## config.mk

```make
export PLATFORM = sky130hd
export DESIGN_NAME = wbu
export DESIGN_NICKNAME = d
export VERILOG_FILES = /design/src/rtl/wbu.sv
export SDC_FILE = /design/constraint.sdc
export NUM_CORES = 1
export LEC_CHECK = 0
export ABC_AREA = 1
export BUFFER_PORTS_ARGS = -buffer_cell sky130_fd_sc_hd__buf_2
export CORE_MARGIN = 2
export CORE_UTILIZATION = 30
export CTS_BUF_LIST = sky130_fd_sc_hd__clkbuf_16
export CTS_CLUSTER_DIAMETER = 60
export CTS_CLUSTER_SIZE = 20
export DETAILED_ROUTE_END_ITERATION = 16
export PLACE_DENSITY = 0.64
export SLEW_MARGIN = 20
export SYNTH_ARGS = -nofsm -noshare
export SYNTH_HDL_FRONTEND = slang
export SYNTH_SLANG_ARGS = --single-unit
export TNS_END_PERCENT = 100
```

## constraint.sdc

```tcl
create_clock -name clk -period 2.46 [get_ports clk]
set_clock_uncertainty 0.05 [all_clocks]
set_input_delay 0.246 -clock clk [delete_from_list [all_inputs] [get_ports clk]]
set_output_delay 0.246 -clock clk [all_outputs]
set_load 0.005 [all_outputs]
```

## src/rtl/wbu.sv

```systemverilog
// wbu: write-back stage; retires one payload per handshake, drives the register-file write port, redirects fetch and halts on ebreak (WBU_RETIRE_CNT_EN enables the retire counter)
module wbu #(
  parameter int XLEN  = 32,
  parameter int CNT_W = 64
) (
  input  logic             clk,
  input  logic             rst_n,
  input  logic             in_valid,
  output logic             in_ready,
  input  logic             in_inst_valid,
  input  logic [XLEN-1:0]  in_pc,
  input  logic [4:0]       in_rd_addr,
  input  logic             in_reg_wen,
  input  logic [XLEN-1:0]  in_wb_data,
  input  logic             in_redirect,
  input  logic [XLEN-1:0]  in_next_pc,
  input  logic             in_ebreak,
  output logic             reg_wen,
  output logic [4:0]       reg_addr,
  output logic [XLEN-1:0]  reg_data,
  output logic             redir_valid,
  input  logic             redir_ready,
  output logic [XLEN-1:0]  redir_pc,
  output logic             commit_valid,
  output logic [XLEN-1:0]  commit_pc,
  output logic             halt,
  output logic [CNT_W-1:0] retire_cnt
);
  typedef enum logic [1:0] {S_IDLE, S_COMMIT, S_REDIRECT, S_HALT} state_t;
  state_t state;
  logic lat_iv, lat_redirect, lat_ebreak;
  logic [XLEN-1:0] lat_next_pc;
  // state machine with registered outputs; commit strobes are loaded on the fire edge so they appear in S_COMMIT
  always_ff @(posedge clk) begin
    if (!rst_n) begin
      state        <= S_IDLE;
      in_ready     <= 1'b1;
      reg_wen      <= 1'b0;
      reg_addr     <= '0;
      reg_data     <= '0;
      redir_valid  <= 1'b0;
      redir_pc     <= '0;
      commit_valid <= 1'b0;
      commit_pc    <= '0;
      halt         <= 1'b0;
      lat_iv       <= 1'b0;
      lat_redirect <= 1'b0;
      lat_ebreak   <= 1'b0;
      lat_next_pc  <= '0;
    end else begin
      reg_wen      <= 1'b0;
      commit_valid <= 1'b0;
      case (state)
        S_IDLE: if (in_valid) begin
          state        <= S_COMMIT;
          in_ready     <= 1'b0;
          lat_iv       <= in_inst_valid;
          lat_redirect <= in_redirect;
          lat_ebreak   <= in_ebreak;
          lat_next_pc  <= in_next_pc;
          reg_wen      <= in_inst_valid && in_reg_wen && (in_rd_addr != 5'd0);
          reg_addr     <= in_rd_addr;
          reg_data     <= in_wb_data;
          commit_valid <= in_inst_valid;
          commit_pc    <= in_pc;
        end
        S_COMMIT: if (lat_iv && lat_ebreak) begin
          state <= S_HALT;
          halt  <= 1'b1;
        end else if (lat_iv && lat_redirect) begin
          state       <= S_REDIRECT;
          redir_valid <= 1'b1;
          redir_pc    <= lat_next_pc;
        end else begin
          state    <= S_IDLE;
          in_ready <= 1'b1;
        end
        S_REDIRECT: if (redir_ready) begin
          state       <= S_IDLE;
          redir_valid <= 1'b0;
          in_ready    <= 1'b1;
        end
        default: ;
      endcase
    end
  end
`ifdef WBU_RETIRE_CNT_EN
  logic [CNT_W-1:0] cnt;
  // counts real instructions as they leave S_COMMIT; wraps naturally
  always_ff @(posedge clk) begin
    if (!rst_n) cnt <= '0;
    else if (state == S_COMMIT && lat_iv) cnt <= cnt + CNT_W'(1);
  end
  assign retire_cnt = cnt;
`else
  assign retire_cnt = '0;
`endif
endmodule

```

== Word level (Yosys, flattened, before mapping) ==
Index checks and enable logic that the tools add are counted.

* Order comparisons: 0
* Div/mod/pow operators: 0
* Equality and inequality tests: 7
* Bitwise operators: 1
* Multiply operators: 0
* Reduce and logical (&&, ||, !) cells: 15
* Multiplexer cells: 14
* Shift operators: 0
* $add $sub $neg: 0

{| class="wikitable"
|+ Operators with widths
! cell !! count
|-
| $ne A2 B2 Y1 const B || 5
|-
| $reduce_and A3 Y1 || 3
|-
| $mux W2 || 4
|-
| $mux W1 || 7
|-
| $pmux W2 S3 || 1
|-
| $reduce_and A5 Y1 || 1
|-
| $reduce_bool A5 Y1 || 1
|-
| $logic_and A1 B1 Y1 || 4
|-
| $reduce_and A2 Y1 || 2
|-
| $reduce_and A4 Y1 || 1
|-
| $pmux W1 S3 || 1
|-
| $reduce_bool A3 Y1 || 1
|-
| $eq A2 B1 Y1 const B || 1
|-
| $eq A2 B2 Y1 const B || 1
|-
| $logic_not A2 Y1 || 1
|-
| $pmux W1 S2 || 1
|-
| $reduce_bool A2 Y1 || 1
|-
| $not A1 Y1 || 1
|}

* ROM bits: 0
* RAM bits: 0
* Bits in registers: 143
* Logic and storage cells: 51
* Memories kept: 0
* Latch bits: 0

== Longest topological paths before layout ==
Gate-level depths: netlist (run 1).

* Word-level depth: 4
* Depth in mapped cells: 9
* Gate-level depth less buffers: 9

== Least setup slack after synthesis (run 1) ==
OpenSTA, ideal clock, no wires.

* Kind: flip-flop to flip-flop
* Start: register state[0]
* End: register commit_pc[0]
* Stages on the path, launching flop included: 9
* Path buffers: 2
* Period minus slack after synthesis: 1.437 ns
* Data arrival time: 1.271 ns
* Slack: 1.023 ns
* Cell sequence: dfxtp_1 -> inv_1 -> ha_1 -> nand2_1 -> inv_1 -> buf_2 -> buf_4 -> nor2_1 -> nor2_1

* Longest elaborated chain between the ends: 2

{| class="wikitable"
|+ Ends and longest elaborated chain
! element !! line !! RTL
|-
| from (decl) || 30 || <nowiki>state_t state;</nowiki>
|-
| from (signal assigned) || 36 || <nowiki>state <= S_IDLE;</nowiki>
|-
| from (signal assigned) || 55 || <nowiki>state <= S_COMMIT;</nowiki>
|-
| from (signal assigned) || 68 || <nowiki>state <= S_HALT;</nowiki>
|-
| $logic_not A2 Y1 || 53 || <nowiki>case (state)</nowiki>
|-
| $reduce_and A2 Y1 (no line) || - ||
|-
| to (signal assigned) || 65 || <nowiki>commit_pc <= in_pc;</nowiki>
|-
| to (decl) || 25 || <nowiki>output logic [XLEN-1:0] commit_pc,</nowiki>
|}

No other way between the ends.
A chain may end at the register's enable or synchronous reset.

== Worst setup path in the final report (run 1) ==
* Start: register state[0]
* End: register lat_next_pc[29]

* Longest elaborated chain between the ends: 2

{| class="wikitable"
|+ Ends and longest elaborated chain
! element !! line !! RTL
|-
| $logic_not A2 Y1 || 53 ||
|-
| $reduce_and A2 Y1 (no line) || - ||
|-
| to (signal assigned) || 60 || <nowiki>lat_next_pc <= in_next_pc;</nowiki>
|-
| to (decl) || 32 || <nowiki>logic [XLEN-1:0] lat_next_pc;</nowiki>
|}

No other way between the ends.

==> metrics, run 1 <==
nets@finish=between 1k and 1.5k; vias per std cell=4.31; Total GRT Usage=14.3%; final hold violations=0; DR iter-0 viols=196; CTS resizes=0; clk_lat worst skew=410 ps; most frequent cell after synthesis=nor2_1; first-pass GRT wire length=roughly 22,000 µm; per-cell routed wire length=12.3 µm; WP data arrival=2110 ps; GR Overflow Total=0; Die Area=just under 20,000 µm²; layout cell share with drive strength beyond 1=approximately 28%; DR pass1 iterations=4; Max-Cap Viols=0; Cell Pwr Density=just under 1000 nW/µm²; Clock Pin Slew Worst Setup and Hold Paths=around 60 ps; leak pwr=0.00365 µW; synth top area cells=dfxtp_1 52%, nor2_1 19%, o21ai_0 12%, buf_4 9.8%, clkbuf_1 1.6%; Final setup viols=0; CTS tree=yes; reg2reg setup slack=640 ps; DRC=0; post-synth cell types=17; fin crit period=between 1500 and 2000 ps; register area share after synthesis=51.7%; Max VDD drop=0.000503 V; share of Yosys cell area claimed by the top area cell type=51.7%; Crit Path Category=reg2reg; IO Count=279; status=finished clean; Worst Path Max Fanout=50; slew at the pin closest to its max-slew limit=approximately 640 ps; initial antenna violation count=2; Post-CTS Hold Buffers=1; worst-case clock buffer depth=2; Commonest cells post-synth=276 x nor2_1, 143 x dfxtp_1, 135 x o21ai_0; Synth Instances=712; Final period util=about three quarters; number of synthesized flops with an enable pin=0; Setup Total Neg Slack=0 ps; Synth Flop Type=dfxtp_1; DPL Wire Length=around 9300 µm; min-delay worst type=in2reg; ANT nets after route=0; CTS buffer count=17; wirelength, routed=14,200 µm; Worst setup EP type=flop; Synth Register Bits=143; Area Growth Syn to Fin=29.7%; Post-synth ARST share=0%; Starting Density=a little over 30%; H-tree depth=4; max-slew violation count=0; DR vias=4,965; RSZ-0062 raised after global routing=no; Finished Layout Cells=1,153; Routability Congestion=0.795; clk sink count=around 140; Syn. warnings=0; CP max stage cell=buf_4; Setup crit start kind=flop; Crit path required time=~2800 ps; Max Freq=between 0.5 and 0.6 GHz; largest net degree at the start of global routing=68; die width=around 140 µm; port buffer count=214; CP cell instances=inv_1, ha_1, nand2_4, buf_4, o21ai_0, nor2_1; postcts setup bufs=0; Placed Cells=1,119; Mapped Avg Cell Area=around 8 µm²; Root Driver=clkbuf_16; Worst path max stage delay=480 ps; Synth area leader=dfxtp_1; Synth Cell Area=about 5500 µm²; die height=140 µm; core footprint=approximately 18,000 µm²; row count=49; max-slew headroom at the worst pin=57.0%; vias in the first global route=4,480
[power by group]
| part | switching [µW] | internal [µW] | total, µW |
|---|---|---|---|
| logic | 832 | 551 | 1380 |
| registers | 182 | 2700 | 2880 |
| clock network | 1000 | 1800 | 2800 |
[cell usage in the layout (no fill, tap or decap)]
cell and count:
nor2_1 276, buf_2 213, dfxtp_1 143, o21ai_0 135, conb_1 64, nand2_1 21, clkbuf_16 17, inv_1 11
buf_4 7, nand3_1 5, bufinv_16 5, a21oi_1 4, ha_1 4, clkinv_2 3, clkinv_4 3, inv_2 2
inv_6 2, buf_12 2, diode_2 1, nand2_4 1, nor3_4 1, a31o_2 1, nor3_1 1, clkinvlp_4 1
dlygate4sd3_1 1
[layer usage]
metal / global-route usage (%) / part of all wire (%) / vias to the layer above
met2: 24.1 / 47 / 194
met3: 4.54 / 7.7 / 11
met1: 17.4 / 45 / 2227
met5: 0 / 0.049 / -
li1: - / - / 2531
met4: 4.37 / 1.0 / 2
[layout make-up]
type	count	area, µm²
Antenna cell	1	2.50
Clock buffer	17	425
Clock inverter	15	219
Inverter	12	46.3
Fill cell	1903	10800
Multi-Input combinational cell	513	2170
Sequential cell	143	2860
Tap cell	229	287
Timing Repair Buffer	223	1170
[metrics by stage]
stage | total power (µW) | worst slack [ps] | hold slack (ps) | cell area, µm² | util [%]
3_5_place_dp | 4330 | 652 | 400 | 6520 | 36.2
2_1_floorplan | 3860 | 1020 | 319 | 5770 | -
3_3_place_gp | 4300 | 670 | 388 | 6520 | 36.2
5_1_grt | 7530 | 401 | 23.9 | 7180 | 39.8
6_report | 7060 | 638 | 32.6 | 7180 | 39.8
4_1_cts | 7180 | 613 | 9.53 | 7180 | 39.8
[registers in the layout (all words and copies together), names as in the netlist, 2 cells and up]
signal	flops
reg_addr	5
redir_pc	32
commit_pc	32
lat_next_pc	32
reg_data	32
state	2
[logic make-up after synthesis]
group / share of synthesized area [%]
buffers and inverters: 13.5
other: 0.0677
and+or+nand+nor: 21.0
adders and majority gates: 0.904
AOI/OAI and AO/OA: 12.7
DFF: 51.7
[path summary, 6_finish.rpt]
| check | start | to | cells after the start |
|---|---|---|---|
| worst max-delay path | state[0] | lat_next_pc[29] | 6 |
| worst min-delay path | in_wb_data[26] | reg_data[26] | 3 |
| worst max register to register | state[0] | lat_next_pc[29] | 6 |
| worst min register to register | in_ready | in_ready | 2 |
[critical path: cells and delay by family (launching register included)]
family	cells	cell delay, ps
buffers and inverters	2	560
DFF	1	380
and+or+nand+nor	2	350
adders and majority gates	1	240
AOI/OAI and AO/OA	1	150
(Power assumes the default switching activity.)
==> run 2, diff against run 1 <==
--- a/config.mk
+++ b/config.mk
@@ -5,7 +5,7 @@
 export SDC_FILE = /design/constraint.sdc
 export NUM_CORES = 1
 export LEC_CHECK = 0
-export ABC_AREA = 1
+export ABC_AREA = 0
 export BUFFER_PORTS_ARGS = -buffer_cell sky130_fd_sc_hd__buf_2
 export CORE_MARGIN = 2
 export CORE_UTILIZATION = 30
==> constraint.sdc (replaced) <==
create_clock -name clk -period 1.82 [get_ports clk]
set_clock_uncertainty 0.05 [all_clocks]
set_input_delay 0.182 -clock clk [delete_from_list [all_inputs] [get_ports clk]]
set_output_delay 0.182 -clock clk [all_outputs]
set_load 0.005 [all_outputs]
==> run 2 against run 1 <==
Cell area increased by 16%; synthesized cell count decreased by 1.7%; die area decreased by 0.20%; worst hold slack improved by 140 ps; maximum frequency increased by 10%; synthesized area decreased by 0.20%; global-route usage increased by 1.7 points; register-to-register slack got worse by 470 ps; first-iteration DRC count increased by 45%; non-clock buffer count increased by 107; cell count increased by 8.0%; via count increased by 8.6%; largest cell class unchanged.
==> metrics, run 2 <==
Root Driver=clkbuf_16 (unchanged); Setup crit start kind=flop (unchanged); clk sink count=143 (unchanged); max-slew violation count=0 (unchanged); Worst Path Max Fanout=5 (was 50); postcts setup bufs=0 (unchanged); IO Count=279 (unchanged); Post-synth ARST share=0% (unchanged); Setup Total Neg Slack=0 ps (unchanged); Synth area leader=dfxtp_1 (unchanged); Final setup viols=0 (unchanged); Mapped Avg Cell Area=7.89 µm² (was 7.77 µm²); worst-case clock buffer depth=2 (unchanged); CP max stage cell=or4_1 (was buf_4); largest net degree at the start of global routing=69 (was 68); CTS buffer count=17 (unchanged); wirelength, routed=16,000 µm (was 14,200 µm); Crit Path Category=reg2reg (unchanged); post-synth cell types=33 (was 17); CP cell instances=inv_1, ha_1, and2b_1, or4_1, a21oi_1 (was inv_1, ha_1, nand2_4, buf_4, o21ai_0, nor2_1); nets@finish=1,116 (was 1,023); DRC=0 (unchanged); min-delay worst type=in2reg (unchanged); DPL Wire Length=9620 µm (was 9350 µm); core footprint=18,000 µm² (unchanged); vias in the first global route=5,154 (was 4,480); clk_lat worst skew=420 ps (was 410 ps); Commonest cells post-synth=273 x nand2_1, 143 x dfxtp_1, 137 x a21oi_1 (was 276 x nor2_1, 143 x dfxtp_1, 135 x o21ai_0); Synth Register Bits=143 (unchanged); DR pass1 iterations=4 (unchanged); ANT cells=0 (was 1); layout cell share with drive strength beyond 1=25.5% (was 28.0%); Syn. warnings=0 (unchanged); commonest non-fill, non-tap cells in the layout=272 x nand2_1, 214 x buf_2, 143 x dfxtp_1 (was 276 x nor2_1, 213 x buf_2, 143 x dfxtp_1); Synth Cell Area=5520 µm² (was 5540 µm²); synth top area cells=dfxtp_1 52%, nand2_1 19%, a21oi_1 12%, buf_4 9.0%, clkbuf_1 1.6% (was dfxtp_1 52%, nor2_1 19%, o21ai_0 12%, buf_4 9.8%, clkbuf_1 1.6%); port buffer count=214 (unchanged); row count=49 (unchanged); Crit path required time=2120 ps (was 2750 ps); Max VDD drop=0.000817 V (was 0.000503 V); Worst setup EP type=flop (unchanged); vias per std cell=4.33 (was 4.31); Routability Congestion=0.722 (was 0.795); pre-CTS setup slack=160 ps (was 652 ps); Die Area=19,500 µm² (was 19,600 µm²); most frequent cell after synthesis=nand2_1 (was nor2_1); initial antenna violation count=0 (was 2); Final period util=91.1% (was 74.1%); leak pwr=0.00379 µW (was 0.00365 µW); Synth Flop Type=dfxtp_1 (unchanged); die width=140 µm (about the same); CP bufs+invs=1 (was 2); Final WS setup=163 ps (was 638 ps); register area share after synthesis=51.8% (was 51.7%); WP data arrival=1960 ps (was 2110 ps); delay-heaviest family, CP=simple AND/OR/NAND/NOR gates (was buffers and inverters); fin crit period=1660 ps (was 1820 ps); Starting Density=30.6% (was 30.7%); first-pass GRT wire length=25,400 µm (was 22,400 µm); Max Freq=0.603 GHz (was 0.549 GHz); final hold violations=0 (unchanged); status=finished clean (unchanged); Total GRT Usage=16.0% (was 14.3%); Max-Cap Viols=0 (unchanged); die height=140 µm (about the same); per-cell routed wire length=12.8 µm (was 12.3 µm); DR iter-0 viols=285 (was 196); Cell Pwr Density=986 nW/µm² (was 984 nW/µm²); GR Overflow Total=0 (unchanged); Clock Pin Slew Worst Setup and Hold Paths=70 ps (was 60 ps); share of Yosys cell area claimed by the top area cell type=51.8% (was 51.7%); Area Growth Syn to Fin=50.9% (was 29.7%); RSZ-0062 raised after global routing=no (unchanged); H-tree depth=4 (unchanged); commonest non-fill, non-tap cell in the layout=nand2_1 (was nor2_1); ANT nets after route=0 (unchanged); CTS tree=yes (unchanged); Synth Instances=700 (was 712); number of synthesized flops with an enable pin=0 (unchanged); DR vias=5,394 (was 4,965); Worst path max stage delay=500 ps (was 480 ps)
run 2: cell count changes after synthesis, sizes merged, moves of 3 or more:
cell and change:
a21oi +133, and3 +3, inv -7, nand2 +251
nand3 -5, nor2 -274, o21ai -135
run 2: layer usage:
metal	GRT usage (%)	vias to the layer above	part of all wire, %	wire (µm)
met4	5.79	0	1.2	189
met2	28.7	180	51	8210
li1	-	2724	-	-
met5	0	-	0	0
met3	4.23	15	6.2	993
met1	18.3	2475	41	6580
run 2: report_power, final:
part	total (µW)	leakage [µW]	internal [µW]	switching, µW
sequential	3370	0.00117	3290	79.9
combinational	951	0.00231	465	486
clock	3900	0.000313	2460	1440
run 2: cell families after synthesis:
| kind of cell | share of synthesized area (%) |
|---|---|
| AO/OA/AOI/OAI | 14.0 |
| flip-flops | 51.8 |
| other | 0.0679 |
| adder cells (fa/ha/maj) | 0.906 |
| buffers and inverters | 12.6 |
| AND/OR/NAND/NOR | 20.6 |
run 2: path summary, 6_finish.rpt:
kind              startpoint      endpoint  slack [ps]  depth (start not counted)
max                 state[0]      state[1]         160                          5
min              redir_ready   redir_valid         170                          3
max reg2reg         state[0]      state[1]         160                          5
min reg2reg  lat_next_pc[11]  redir_pc[11]         400                          2
run 2: repair_timing:
action / 4_1_cts / 5_1_grt
hold buffers: 106 / 0
resized for setup: 0 / 0
endpoints found under the hold margin: 107 / 0
run 2: layout make-up:
| cell class | count | area [µm²] |
|---|---|---|
| Inverter | 5 | 21.3 |
| Tap cell | 229 | 287 |
| Sequential cell | 143 | 2860 |
| Timing Repair Buffer | 330 | 2290 |
| Multi-Input combinational cell | 506 | 2210 |
| Fill cell | 1786 | 9690 |
| Clock inverter | 15 | 233 |
| Clock buffer | 17 | 425 |
run 2: stage by stage:
step	std cells	hold WS, ps	utilization (%)	total power, µW	cell area, µm²
after floorplan	763	249	-	3940	5760
after global placement	1107	372	36.7	4200	6620
after detailed placement	1107	379	36.7	4210	6620
after CTS	1245	134	46.3	8340	8340
after global routing	1245	200	46.3	8610	8340
final	1245	168	46.3	8220	8340
run 2: worst min-delay path, delay by kind of cell:
family          cells  cell delay (ps)
buf+inv             1              110
compound gates      2              310
